[config.mk]
export PLATFORM = sky130hd
export DESIGN_NAME = lpddr2_avl_arbiter
export DESIGN_NICKNAME = d
export VERILOG_FILES = /design/src/rtl/lpddr2_avl_arbiter_pkg.sv /design/src/rtl/lpddr2_avl_tag_fifo.sv /design/src/rtl/lpddr2_avl_arbiter.sv
export SDC_FILE = /design/constraint.sdc
export NUM_CORES = 1
export LEC_CHECK = 0
export CAP_MARGIN = 20
export CORE_MARGIN = 4
export CORE_UTILIZATION = 38
export CTS_CLUSTER_SIZE = 14
export DETAILED_ROUTE_END_ITERATION = 10
export GPL_TIMING_DRIVEN = 0
export PLACE_DENSITY = 0.88
export SETUP_SLACK_MARGIN = 0.02
export SYNTH_ARGS = -nofsm -noshare
export SYNTH_HDL_FRONTEND = slang
export SYNTH_SLANG_ARGS = --single-unit
[constraint.sdc]
create_clock -name clk_clk -period 5.4 [get_ports clk_clk]
set_input_delay 0.81 -clock clk_clk [delete_from_list [all_inputs] [get_ports clk_clk]]
set_output_delay 0.81 -clock clk_clk [all_outputs]
set_load 0.05 [all_outputs]
[src/rtl/lpddr2_avl_arbiter_pkg.sv]
// Shared types and helpers for the LPDDR2 Avalon-MM arbiter.
// Contents: FSM state enum, read-tag record, round-robin pick function.
// The tag fields are sized for the largest supported configuration
// (8 ports, burstcount up to 8 bits) so that the package stays
// parameter-free. Narrower configurations leave the upper bits at zero.
package lpddr2_avl_arb_pkg;

    localparam int TAG_PORT_W  = 3;
    localparam int TAG_BEATS_W = 8;
    localparam int MAX_PORTS   = 8;

    typedef enum logic [1:0] {
        IDLE    = 2'd0,
        CMD     = 2'd1,
        WR_DATA = 2'd2
    } arb_state_t;

    typedef struct packed {
        logic [TAG_PORT_W-1:0]  port;
        logic [TAG_BEATS_W-1:0] beats;
    } tag_t;

    typedef struct packed {
        logic                  found;
        logic [TAG_PORT_W-1:0] idx;
    } pick_t;

    // Search starts at ptr and wraps at nports; the first eligible port wins.
    // ptr < nports and k < nports keep the sum below 2*nports, so a single
    // conditional subtract replaces a modulo.
    function automatic pick_t rr_pick(input logic [MAX_PORTS-1:0]  elig,
                                      input logic [TAG_PORT_W-1:0] ptr,
                                      input logic [3:0]            nports);
        pick_t      res;
        logic [3:0] idx;
        res.found = 1'b0;
        res.idx   = '0;
        for (int k = 0; k < MAX_PORTS; k++) begin
            idx = {1'b0, ptr} + 4'(k);
            if (idx >= nports) idx = idx - nports;
            if (!res.found && (4'(k) < nports) && elig[idx[TAG_PORT_W-1:0]]) begin
                res.found = 1'b1;
                res.idx   = idx[TAG_PORT_W-1:0];
            end
        end
        return res;
    endfunction

endpackage

[src/rtl/lpddr2_avl_tag_fifo.sv]
// Synchronous FIFO holding the read tags of commands in flight.
// Ports:
//   i_clk, i_rst_n        clock, synchronous active-low reset
//   i_push, i_push_data   write side (ignored when full)
//   i_pop                 drop the head entry (ignored when empty)
//   o_head                head entry, combinational
//   o_full, o_empty       occupancy flags
// Push and pop in the same cycle are both honoured.
module lpddr2_avl_tag_fifo #(
    parameter int DEPTH = 4,
    parameter int WIDTH = 11
) (
    input  logic             i_clk,
    input  logic             i_rst_n,
    input  logic             i_push,
    input  logic [WIDTH-1:0] i_push_data,
    input  logic             i_pop,
    output logic [WIDTH-1:0] o_head,
    output logic             o_full,
    output logic             o_empty
);
    localparam int AW = $clog2(DEPTH);

    logic [WIDTH-1:0] r_mem [DEPTH];
    logic [AW:0]      r_wr_ptr;
    logic [AW:0]      r_rd_ptr;
    logic             w_wr_en;
    logic             w_rd_en;

    // Pointers carry one extra wrap bit to tell full from empty.
    assign o_empty = (r_wr_ptr == r_rd_ptr);
    assign o_full  = (r_wr_ptr[AW] != r_rd_ptr[AW]) &&
                     (r_wr_ptr[AW-1:0] == r_rd_ptr[AW-1:0]);
    assign w_wr_en = i_push && !o_full;
    assign w_rd_en = i_pop && !o_empty;
    assign o_head  = r_mem[r_rd_ptr[AW-1:0]];

    always_ff @(posedge i_clk) begin
        if (!i_rst_n) begin
            r_wr_ptr <= '0;
            r_rd_ptr <= '0;
        end else begin
            if (w_wr_en) r_wr_ptr <= r_wr_ptr + 1'b1;
            if (w_rd_en) r_rd_ptr <= r_rd_ptr + 1'b1;
        end
    end

    always_ff @(posedge i_clk) begin
        if (w_wr_en) r_mem[r_wr_ptr[AW-1:0]] <= i_push_data;
    end

endmodule

[src/rtl/lpddr2_avl_arbiter.sv]
// N-port Avalon-MM arbiter in front of the LPDDR2 controller avl_0 port.
// Round-robin grant, multi-beat write bursts, in-order read-return routing.
// Ports (client i occupies slice i of every packed s_* bus):
//   clk_clk, reset_reset_n            clock, synchronous active-low reset
//   s_read/s_write/s_address/...      client command inputs
//   s_waitrequest_n, s_readdatavalid  per-client accept and read-beat strobes
//   s_readdata                        read data broadcast to all clients
//   m_*                               controller-side Avalon master
//   err_orphan                        sticky: read beat with nothing outstanding
module lpddr2_avl_arbiter
    import lpddr2_avl_arb_pkg::*;
#(
    parameter int  NUM_PORTS       = 2,
    parameter int  ADDR_W          = 27,
    parameter int  DATA_W          = 32,
    parameter int  BURST_W         = 4,
    parameter int  MAX_OUTSTANDING = 4,
    localparam int BE_W            = DATA_W / 8
) (
    input  logic                           clk_clk,
    input  logic                           reset_reset_n,
    input  logic [NUM_PORTS-1:0]           s_read,
    input  logic [NUM_PORTS-1:0]           s_write,
    input  logic [NUM_PORTS*ADDR_W-1:0]    s_address,
    input  logic [NUM_PORTS*DATA_W-1:0]    s_writedata,
    input  logic [NUM_PORTS*BE_W-1:0]      s_byteenable,
    input  logic [NUM_PORTS*BURST_W-1:0]   s_burstcount,
    output logic [NUM_PORTS-1:0]           s_waitrequest_n,
    output logic [NUM_PORTS-1:0]           s_readdatavalid,
    output logic [DATA_W-1:0]              s_readdata,
    output logic                           m_read,
    output logic                           m_write,
    output logic                           m_beginbursttransfer,
    output logic [ADDR_W-1:0]              m_address,
    output logic [DATA_W-1:0]              m_writedata,
    output logic [BE_W-1:0]                m_byteenable,
    output logic [BURST_W-1:0]             m_burstcount,
    input  logic                           m_waitrequest_n,
    input  logic                           m_readdatavalid,
    input  logic [DATA_W-1:0]              m_readdata,
    output logic                           err_orphan
);
    arb_state_t            r_state;
    logic [TAG_PORT_W-1:0] r_grant;
    logic [TAG_PORT_W-1:0] r_rr_ptr;
    logic [BURST_W-1:0]    r_beats_left;
    logic [BURST_W-1:0]    r_rd_cnt;
    logic                  r_err_orphan;

    logic                  w_g_read, w_g_write;
    logic [ADDR_W-1:0]     w_g_addr;
    logic [DATA_W-1:0]     w_g_wdata;
    logic [BE_W-1:0]       w_g_be;
    logic [BURST_W-1:0]    w_g_bc, w_g_beats;
    logic                  w_g_is_rd, w_g_is_wr;
    logic [MAX_PORTS-1:0]  w_elig;
    pick_t                 w_pick;
    logic                  w_active, w_accept;
    logic [TAG_PORT_W-1:0] w_next_ptr;
    tag_t                  w_push_tag, w_head;
    logic                  w_fifo_full, w_fifo_empty;
    logic                  w_push, w_rd_hit, w_rd_last;

    always_comb begin
        w_g_read  = 1'b0;
        w_g_write = 1'b0;
        w_g_addr  = '0;
        w_g_wdata = '0;
        w_g_be    = '0;
        w_g_bc    = '0;
        for (int i = 0; i < NUM_PORTS; i++) begin
            if (r_grant == TAG_PORT_W'(i)) begin
                w_g_read  = s_read[i];
                w_g_write = s_write[i];
                w_g_addr  = s_address[i*ADDR_W +: ADDR_W];
                w_g_wdata = s_writedata[i*DATA_W +: DATA_W];
                w_g_be    = s_byteenable[i*BE_W +: BE_W];
                w_g_bc    = s_burstcount[i*BURST_W +: BURST_W];
            end
        end
    end

    assign w_g_beats = (w_g_bc == '0) ? BURST_W'(1) : w_g_bc;
    assign w_g_is_wr = w_g_write;
    assign w_g_is_rd = w_g_read && !w_g_write;

    // A full tag FIFO blocks new reads only; writes keep flowing.
    always_comb begin
        w_elig = '0;
        for (int i = 0; i < NUM_PORTS; i++) begin
            w_elig[i] = s_write[i] || (s_read[i] && !w_fifo_full);
        end
    end

    assign w_pick     = rr_pick(w_elig, r_rr_ptr, 4'(NUM_PORTS));
    assign w_next_ptr = (r_grant == TAG_PORT_W'(NUM_PORTS - 1)) ? '0 : r_grant + 1'b1;

    assign w_active             = (r_state != IDLE);
    assign m_read               = (r_state == CMD) && w_g_is_rd;
    assign m_write              = w_active && w_g_is_wr;
    assign m_beginbursttransfer = (r_state == CMD) && (m_read || m_write);
    assign m_address            = w_active ? w_g_addr  : '0;
    assign m_writedata          = w_active ? w_g_wdata : '0;
    assign m_byteenable         = w_active ? w_g_be    : '0;
    assign m_burstcount         = w_active ? w_g_beats : '0;
    assign w_accept             = m_waitrequest_n && (m_read || m_write);

    assign w_push           = w_accept && m_read;
    assign w_push_tag.port  = r_grant;
    assign w_push_tag.beats = TAG_BEATS_W'(w_g_beats);
    assign w_rd_hit         = m_readdatavalid && !w_fifo_empty;
    assign w_rd_last        = (TAG_BEATS_W'(r_rd_cnt) + TAG_BEATS_W'(1)) == w_head.beats;
    assign s_readdata       = w_rd_hit ? m_readdata : '0;
    assign err_orphan       = r_err_orphan;

    always_comb begin
        s_waitrequest_n = '0;
        s_readdatavalid = '0;
        for (int i = 0; i < NUM_PORTS; i++) begin
            s_waitrequest_n[i] = w_active && (r_grant == TAG_PORT_W'(i)) && m_waitrequest_n;
            s_readdatavalid[i] = w_rd_hit && (w_head.port == TAG_PORT_W'(i));
        end
    end

    lpddr2_avl_tag_fifo #(
        .DEPTH (MAX_OUTSTANDING),
        .WIDTH ($bits(tag_t))
    ) u_tag_fifo (
        .i_clk       (clk_clk),
        .i_rst_n     (reset_reset_n),
        .i_push      (w_push),
        .i_push_data (w_push_tag),
        .i_pop       (w_rd_hit && w_rd_last),
        .o_head      (w_head),
        .o_full      (w_fifo_full),
        .o_empty     (w_fifo_empty)
    );

    always_ff @(posedge clk_clk) begin
        if (!reset_reset_n) begin
            r_state      <= IDLE;
            r_grant      <= '0;
            r_rr_ptr     <= '0;
            r_beats_left <= '0;
            r_rd_cnt     <= '0;
            r_err_orphan <= 1'b0;
        end else begin
            case (r_state)
                IDLE: begin
                    if (w_pick.found) begin
                        r_grant <= w_pick.idx;
                        r_state <= CMD;
                    end
                end
                CMD: begin
                    if (w_accept) begin
                        if (m_write && (w_g_beats != BURST_W'(1))) begin
                            r_beats_left <= w_g_beats - BURST_W'(1);
                            r_state      <= WR_DATA;
                        end else begin
                            r_rr_ptr <= w_next_ptr;
                            r_state  <= IDLE;
                        end
                    end else if (!w_g_read && !w_g_write) begin
                        // Client withdrew its request before acceptance.
                        r_state <= IDLE;
                    end
                end
                WR_DATA: begin
                    if (w_accept) begin
                        r_beats_left <= r_beats_left - BURST_W'(1);
                        if (r_beats_left == BURST_W'(1)) begin
                            r_rr_ptr <= w_next_ptr;
                            r_state  <= IDLE;
                        end
                    end
                end
                default: r_state <= IDLE;
            endcase

            if (w_rd_hit) r_rd_cnt <= w_rd_last ? '0 : r_rd_cnt + BURST_W'(1);
            if (m_readdatavalid && w_fifo_empty) r_err_orphan <= 1'b1;
        end
    end

endmodule

==> metrics.yaml <==
status: "completed"
syn_inst: 446
whs_path_depth: 2
worstPathArrival_ns: 3.40
critPathLaunch: "s_burstcount[6]"
gp_congestion: 0.933
grt_max_degree: 17
critPathKind: "input pin to output pin"
fin_util_pct: 70.5
setup-tns-final_ns: 0
num_vias: 4700
min-delay-start: "err_orphan"
avgSynthCellArea_um2: 8.64
p_leak_nw: 2.65
cts_hold_buf: 0
final_antenna_net_count: 0
drive_above_1_share_pct: 3.41
critPathMaxFanout: 7
overflow: 0
yosys_warnings: 0
ios: 281
clock-sinks: 53
post_cts.repair.setup_buffers: 0
rsz0062_at_grt: "false"
finClkSkew_ns: 0.00924
async_reset_ff_share_pct: 0
r2r_slack_ns: 2.46
tightest_slew_ns: 1.05
reg2reg_depth: 9
cts-root-buf: "clkbuf_8"
ir_drop_uv: 200
holdWs_ns: 0.505
track_usage_pct: 27.5
syn_nets: 634
cts_tree: "yes"
syn_to_final_growth_pct: 79.7
fmax_ghz: 0.238
drtIter0Drc: 396
reg2reg_to: "r_beats_left[1]"
grt_pass1_wl_mm: 24.9
cp-start-kind: "input pin"
initial_core_util_pct: 39.2
fill_cells: 756
dieArea_um2: 11800
dpl.hpwl_mm: 14.1
setup_viol: 0
path_delay_family: "buffers and inverters"
fin_area_um2: 6920
numCtsBuffers: 5
cts_buffer_depth: 2
yosys_most_used_dff: "edfxtp_1"
diodes: 0
regToRegStartpoint: "r_grant[0]"
holdPathEnd: "err_orphan"
first_global_vias: 4771
most-common-layout-cells: "279 x clkdlybuf4s50_1, 86 x nor2_1, 64 x a22oi_1"
clk-insertion-delay-late_ns: 0.31
fin_crit_ns: 4.21
rows: 36
cp_slowest_cell: "clkdlybuf4s50_1"
required_ns: 4.59
synth-edff-count: 28
final_nets: 920
maxSlewViolCount: 0
drt_first_pass_iters: 5
die_h_um: 109
netlist_area_um2: 3850
end_kind: "output pin"
cts_max_level: 2
cts-resized-gates: 0
ys_seq_area_share_pct: 34.8
drc: 0
design.core.area_um2: 9820
synth_seq_cells: 53
hold_viol_final: 0
path_buf_inv: 3
routedWlPerCell_um: 19.6
max_stage_delay_ns: 0.82
cp_cell_sequence: "clkdlybuf4s50_1 > mux2i_1 > nor2_1 > o31ai_2 > inv_1 > nor2_1 > clkdlybuf4s50_1"
io_buffer_count: 279
p_per_area_nw_per_um2: 246
grt_antenna_before_repair: 0
hold_path_class: "register to register"
placed_area_um2: 6810
final_common_cell: "clkdlybuf4s50_1"
relSlewSlack_pct: 29.2
cap_violations: 0
die_x_um: 109
synth.distinct_cells: 56
vias_per_cell: 5.43
wl_mm: 17.0
clk_pin_slew_ns: 0.09
fin_crit_sh_pct: 78.0
## metrics by stage
| step | setup WS, ns | power, mW | cells |
|---|---|---|---|
| 3_3_place_gp | 1.36 | 1.41 | 858 |
| 5_1_grt | 1.01 | 1.77 | 866 |
| 3_5_place_dp | 1.26 | 1.42 | 858 |
| 6_report | 1.19 | 1.70 | 866 |
| 4_1_cts | 1.22 | 1.70 | 866 |
| 2_1_floorplan | 1.63 | 1.03 | 446 |
## per-layer routing
layer | track usage [%] | wire length (um)
met3 | 10.6 | 1920
met2 | 51.4 | 8900
met4 | 7.84 | 388
met1 | 28.3 | 5800
met5 | 0 | 0
## final cells by class
type | count | area [um^2] | area share (%)
clock inverters | 2 | 38.8 | 0.560
repair buffers | 279 | 2790 | 40.3
plain buffers | 34 | 139 | 2.01
multi-input cells | 348 | 2330 | 33.7
inverters | 11 | 41.3 | 0.596
flip-flops and latches | 53 | 1340 | 19.4
well taps | 133 | 166 | 2.40
clock buffers | 6 | 72.6 | 1.05
## cells by family after synthesis
group                      synth area share, %
AOI/OAI and AO/OA                         22.4
adders and majority gates                 4.55
and+or+nand+nor                           23.7
muxes                                     7.14
xor gates and xnor gates                  2.73
DFF                                       34.8
buffers and inverters                     4.68
## worst reg2reg max path: stages, from the launching register on
cell and delay [ns]:
dfxtp_1 0.46, buf_2 0.31, mux2i_1 0.39, nor2_1 0.20, o31ai_2 0.57, inv_1 0.18
ha_1 0.31, mux2i_1 0.21, mux2i_1 0.13, nor2_1 0.12
## flip-flops by register name, indices dropped and copies added (netlist names), named ones only
register	count
r_rd_cnt	4
r_rr_ptr	3
u_tag_fifo.r_mem	28
u_tag_fifo.r_wr_ptr	3
u_tag_fifo.r_rd_ptr	3
r_state	2
r_grant	3
err_orphan	1
r_beats_left	4
## where the power goes
part / internal [mW] / switching, mW / total [mW] / leakage (nW)
Clock: 0.139 / 0.133 / 0.272 / 0.0554
Sequential: 0.437 / 0.00981 / 0.447 / 0.450
Combinational: 0.365 / 0.616 / 0.982 / 2.15
Total: 0.941 / 0.759 / 1.70 / 2.65
## synthesized netlist by cell type, drive strengths merged, types with 5 or more instances
library cell | number | area share, %
dfxtp | 25 | 13
ha | 14 | 4.5
and3 | 6 | 0.97
a21oi | 11 | 1.4
nor3 | 10 | 1.7
nor2 | 86 | 8.4
nand3 | 5 | 0.65
a22oi | 64 | 12
mux4 | 5 | 3.1
o21ai | 7 | 0.91
clkbuf | 25 | 2.5
mux2i | 14 | 3.7
xnor2 | 6 | 1.4
and2 | 37 | 6.0
inv | 11 | 1.1
nand2b | 9 | 1.5
buf | 9 | 1.1
xor2 | 6 | 1.4
nand2 | 19 | 1.9
edfxtp | 28 | 22
## worst max-delay path by stage
stage / slack, ns / depth (start not counted) / end
6_report: 1.19 / 7 / m_burstcount[0]
5_1_grt: 1.01 / 7 / m_address[5]
4_1_cts: 1.22 / 7 / m_burstcount[0]
3_5_place_dp: 1.26 / 7 / m_burstcount[0]
3_3_place_gp: 1.36 / 7 / m_burstcount[0]
2_1_floorplan: 1.63 / 5 / u_tag_fifo.r_mem[1][0]
Power figures use the tool's default switching activity.
